<file path="config.mk">
export PLATFORM = sky130hd
export DESIGN_NAME = reg_file_sb
export DESIGN_NICKNAME = d
export VERILOG_FILES = /design/src/rtl/reg_file_sb.sv
export SDC_FILE = /design/constraint.sdc
export NUM_CORES = 2
export LEC_CHECK = 0
export CORE_ASPECT_RATIO = 2
export CORE_MARGIN = 4
export CORE_UTILIZATION = 60
export CTS_CLUSTER_SIZE = 25
export DETAILED_ROUTE_END_ITERATION = 12
export PLACE_DENSITY_LB_ADDON = 0.1
export SYNTH_ARGS = -nofsm -noshare
export SYNTH_HDL_FRONTEND = slang
export SYNTH_SLANG_ARGS = --single-unit
</file>
<file path="constraint.sdc">
create_clock -name clk_i -period 6 [get_ports clk_i]
set_clock_uncertainty 0.05 [all_clocks]
set_input_delay 1.8 -clock clk_i [delete_from_list [all_inputs] [get_ports clk_i]]
set_output_delay 1.8 -clock clk_i [all_outputs]
set_load 0.05 [all_outputs]
</file>
<file path="src/rtl/reg_file_sb.sv">
// ---------------------------------------------------------------------------
// reg_file_sb
//
// Multi-port register file with an integrated busy scoreboard.
// - Reads are combinational. Address 0 always reads as zero.
// - Writes are byte-masked. A write clears the busy bit of its register.
// - A reservation sets the busy bit of its register.
//   If a reservation and a write hit the same register on the same edge,
//   the data is written and the register stays busy.
// - pend_cnt_o is a registered count of busy registers.
//
// Optional feature:
//   Macro REG_FILE_SB_BYPASS_EN enables same-cycle write-to-read forwarding.
//
// Ports:
//   clk_i        sole clock, rising edge
//   rst_ni       asynchronous active-low reset (clears data, busy and count)
//   raddr_i      NUM_RD packed read addresses, port k at [k*ADDR_W +: ADDR_W]
//   rdata_o      NUM_RD packed read data, port k at [k*DATA_W +: DATA_W]
//   rbusy_o      busy flag of the register addressed by each read port
//   we_i         writeback enable
//   waddr_i      writeback address
//   wdata_i      writeback data
//   wbe_i        writeback byte enables
//   resv_i       reserve a destination register
//   resv_addr_i  register to reserve
//   busy_o       scoreboard busy vector (bit 0 is always 0)
//   pend_cnt_o   number of busy registers
// ---------------------------------------------------------------------------
module reg_file_sb #(
  parameter int DATA_W   = 32,
  parameter int NUM_REGS = 32,
  parameter int NUM_RD   = 2,
  parameter int ADDR_W   = $clog2(NUM_REGS)
) (
  input  logic                     clk_i,
  input  logic                     rst_ni,
  input  logic [NUM_RD*ADDR_W-1:0] raddr_i,
  output logic [NUM_RD*DATA_W-1:0] rdata_o,
  output logic [NUM_RD-1:0]        rbusy_o,
  input  logic                     we_i,
  input  logic [ADDR_W-1:0]        waddr_i,
  input  logic [DATA_W-1:0]        wdata_i,
  input  logic [DATA_W/8-1:0]      wbe_i,
  input  logic                     resv_i,
  input  logic [ADDR_W-1:0]        resv_addr_i,
  output logic [NUM_REGS-1:0]      busy_o,
  output logic [ADDR_W:0]          pend_cnt_o
);

  localparam int NB = DATA_W / 8;

  // Replace the bytes of old_val selected by be with the matching bytes of new_val.
  function automatic logic [DATA_W-1:0] byte_merge(
    input logic [DATA_W-1:0] old_val,
    input logic [DATA_W-1:0] new_val,
    input logic [NB-1:0]     be
  );
    logic [DATA_W-1:0] res;
    res = old_val;
    for (int b = 0; b < NB; b++) begin
      if (be[b]) res[b*8 +: 8] = new_val[b*8 +: 8];
    end
    return res;
  endfunction

  logic [DATA_W-1:0]   regs [NUM_REGS];
  logic [NUM_REGS-1:0] busy;
  logic [NUM_REGS-1:0] busy_nxt;
  logic [ADDR_W:0]     pend_cnt;

  logic wr_ok;
  logic resv_ok;
  logic cnt_inc;
  logic cnt_dec;

  assign wr_ok   = we_i   && (waddr_i     != '0);
  assign resv_ok = resv_i && (resv_addr_i != '0);

  // The count rises only when a clear register becomes busy.
  // The count falls only when a busy register is released and not re-reserved on the same edge.
  assign cnt_inc = resv_ok && !busy[resv_addr_i];
  assign cnt_dec = wr_ok && busy[waddr_i] && !(resv_ok && (resv_addr_i == waddr_i));

  // The set is applied after the clear, so a reservation wins a same-address collision.
  always_comb begin
    busy_nxt = busy;
    if (wr_ok)   busy_nxt[waddr_i]     = 1'b0;
    if (resv_ok) busy_nxt[resv_addr_i] = 1'b1;
    busy_nxt[0] = 1'b0;
  end

  always_ff @(posedge clk_i or negedge rst_ni) begin
    if (!rst_ni) begin
      busy     <= '0;
      pend_cnt <= '0;
    end else begin
      busy     <= busy_nxt;
      pend_cnt <= pend_cnt + (ADDR_W+1)'(cnt_inc) - (ADDR_W+1)'(cnt_dec);
    end
  end

  always_ff @(posedge clk_i or negedge rst_ni) begin
    if (!rst_ni) begin
      for (int i = 0; i < NUM_REGS; i++) regs[i] <= '0;
    end else if (wr_ok) begin
      regs[waddr_i] <= byte_merge(regs[waddr_i], wdata_i, wbe_i);
    end
  end

  for (genvar k = 0; k < NUM_RD; k++) begin : g_rd
    logic [ADDR_W-1:0] ra;
    logic [DATA_W-1:0] stored;

    assign ra     = raddr_i[k*ADDR_W +: ADDR_W];
    assign stored = (ra == '0) ? '0 : regs[ra];

`ifdef REG_FILE_SB_BYPASS_EN
    logic hit;
    assign hit = wr_ok && (ra == waddr_i);
    assign rdata_o[k*DATA_W +: DATA_W] = hit ? byte_merge(stored, wdata_i, wbe_i) : stored;
    // The write in flight releases the register; only a same-cycle reservation keeps it busy.
    assign rbusy_o[k] = hit ? (resv_ok && (resv_addr_i == ra)) : busy[ra];
`else
    assign rdata_o[k*DATA_W +: DATA_W] = stored;
    assign rbusy_o[k] = busy[ra];
`endif
  end

  assign busy_o     = busy;
  assign pend_cnt_o = pend_cnt;

endmodule

</file>
==> impl_metrics.tcl <==
set metrics [dict create \
    ys_top_cells_by_area "dfrtp_1 (41%), mux4_2 (21%), mux2_2 (16%)" \
    synthDistinctLibCells 78 \
    dp_slack_ns -0.6417 \
    vdd_drop_max_mv 0.3116 \
    dp.cells 6234 \
    slew_violations 2 \
    pwr_density_cell_nw_per_um2 322.3 \
    synth_top_cell_by_area "dfrtp_1" \
    syn_area_per_cell_um2 13.73 \
    crit_path_start "raddr_i[1]" \
    final_cells 6458 \
    ys.flop_type "dfrtp_1" \
    max_clock_freq_ghz 0.1644 \
    rr_worst_depth 13 \
    multi_input_area_um2 36700 \
    core_area_um2 108300 \
    fin_crit_sh_pct 101.4 \
    grt_start_max_net_pins 127 \
    avgViaCountPerCell 8.080 \
    synth_common_cells "dfrtp_1 (1061), mux2_2 (927), mux4_2 (603)" \
    maxCapViolCount 1 \
    die_h_um 474.7 \
    leakagePower_nw 32.87 \
    antenna_found_initial 33 \
    gr-total-overflow 0 \
    insertion_delay_ns 0.76 \
    cp-start-kind "input pin" \
    yosys-mux-area-fraction_pct 43.34 \
    vias 52180 \
    postSynthCellCount 4758 \
    syn-cell-area_um2 65340 \
    start_util_pct 60.35 \
    synthArstFlopShare_pct 100.0 \
    grt_pass1_vias 52450 \
    violations "max-capacitance violations, max-slew violations, negative setup slack" \
    hp-class "reg2reg" \
    outcome "finished with violations" \
    wl_um 281400 \
    synth_compound_area_share_pct 8.012 \
    synth.top_cell.area_share_pct 40.63 \
    drive_gt1_share_pct 48.12 \
    cts.sinks 1061 \
    max_slew_margin_pct -2.593 \
    yosys.area_share.simple_pct 3.409 \
    r2r_end "pend_cnt_o[4]" \
    gp_congestion 1.028 \
    dieArea_um2 114600 \
    crit_type "in2out" \
    grt_pass1_wl_um 393700 \
    yosys.area_share.xor_xnor_pct 0.1340 \
    dp_hpwl_um 182200 \
    synth_warnings 0 \
    hold_violations 0 \
    nNetsFinal 5031 \
    cts_buffers 98 \
    timing.final.ws_setup_ns -0.08427 \
    cts_tree "built" \
    synth_top_family_by_area "multiplexers" \
    cts-hold-fix-buffers 0 \
    die_w_um 241.3 \
    drtAntennaViolNets 0 \
    drt_iter0_drc 7690 \
    syn-num-nets 4825 \
    wl_per_cell_um 43.58 \
    track_usage_pct 49.33 \
    rsz0062_at_grt "yes" \
    power_w 0.02443 \
    period_needed_ns 6.084 \
    cts_max_level 3 \
    rrSetupSlack_ns 1.88 \
    synth-edff-count 0 \
    cp-end-kind "primary output" \
    first_pass_iters 6 \
    synth-seq-cells 1061 \
    place.port_buffers 162 \
    fillCellCount 7555 \
    clockRootBuffer "clkbuf_16" \
    cp.required_ns 4.15 \
    yosysMostFrequentCell "dfrtp_1" \
    syn_to_final_growth_pct 16.00 \
    r2r-start "busy_o[27]" \
    drc 0 \
    cp_max_fo 30 \
    path_clk_slew_ns 0.07 \
    ioPinCount 164 \
    worst_slew_pin_slew_ns 1.500 \
    setup-violations-final 10 \
    seq_area_frac_synth_pct 40.63 \
    seqCellArea_um2 26550 \
    critPathCapture "rdata_o[1]" \
    hold_ws_ns 0.3757 \
    clockBufferDepth 3 \
    synth_fa_ha_area_share_pct 0.1455 \
    crit_arrival_ns 4.23 \
    rows 171 \
]
==> placed cells by master (no fill, tap or decap), drive strengths merged, types with 33 or more instances in the layout <==
cell and count:
nand2 169, o21ai 81, nor2 65, buf 574, mux2i 428, o22ai 183
nor4 33, nor2b 49, mux4 603, dfrtp 1061, a22oi 168, clkdlybuf4s50 81
mux2 928, clkbuf 142, a211o 67, a31oi 67
==> worst min path at each step <==
stage | start | end | slack (ns) | cells after the start
2_1_floorplan | regs[1014] | regs[1014] | 0.41 | 1
3_3_place_gp | regs[1014] | regs[1014] | 0.34 | 0
3_5_place_dp | regs[1010] | regs[1010] | 0.36 | 0
4_1_cts | regs[997] | regs[997] | 0.37 | 0
5_1_grt | regs[1014] | regs[1014] | 0.39 | 0
6_report | regs[1008] | regs[1008] | 0.38 | 0
==> cell families after synthesis <==
| kind of cell | after synthesis |
|---|---|
| adders and majority gates | 7 |
| muxes | 1959 |
| buffers and inverters | 571 |
| and+or+nand+nor | 425 |
| DFF | 1061 |
| AOI/OAI and AO/OA | 724 |
| xor gates and xnor gates | 10 |
| other | 1 |
==> flip-flops by register name, indices dropped and copies added, names as in the netlist <==
name / cells
regs: 1024
busy_o: 31
pend_cnt_o: 6
==> power by group <==
group / switching (W) / internal [W] / leakage (nW)
clock network: 0.00307 / 0.00384 / 1.70
registers: 0.00151 / 0.00853 / 14.0
logic: 0.00375 / 0.00372 / 17.2
==> per-layer routing <==
layer | part of all wire (%) | global-route usage (%) | vias to the layer above
li1 | - | - | 19210
met1 | 30 | 54.12 | 26670
met2 | 44 | 70.89 | 4538
met3 | 13 | 19.32 | 1764
met4 | 13 | 49.32 | 8
met5 | 0.016 | 0.1318 | -
==> area by class of cell <==
class / instances / area share [%]
timing repair buffer: 659 / 9.540
inverter: 18 / 0.08914
sequential: 1061 / 35.03
tap: 1384 / 2.285
multi-input combinational: 3126 / 48.42
clock inverter: 42 / 0.7263
clock buffer: 140 / 3.817
antenna: 28 / 0.09244
==> stage by stage <==
step	utilization (%)	TNS [ns]	instance area (µm²)
after detailed placement	66.33	-15.22	71810
after CTS	69.79	0	75550
after global placement	66.33	-15.57	71810
final	70.01	-0.4151	75800
after global routing	69.96	-0.1432	75740
after floorplan	-	0	65350
==> critical path, stage by stage <==
cell	delay, ns
buf_12	0.28
buf_16	0.26
nor4b_4	0.07
buf_4	0.19
buf_12	0.13
buf_16	0.17
a211o_1	0.35
a31oi_4	0.58
buf_6	0.21
buf_12	0.13
==> what timing repair did <==
item | CTS | global route
gates cloned | 0 | 2
setup buffers | 6 | 7
resized for setup | 38 | 13
endpoints found under the setup margin | 60 | 26
pin swaps | 1 | 1
(Power assumes the default switching activity.)
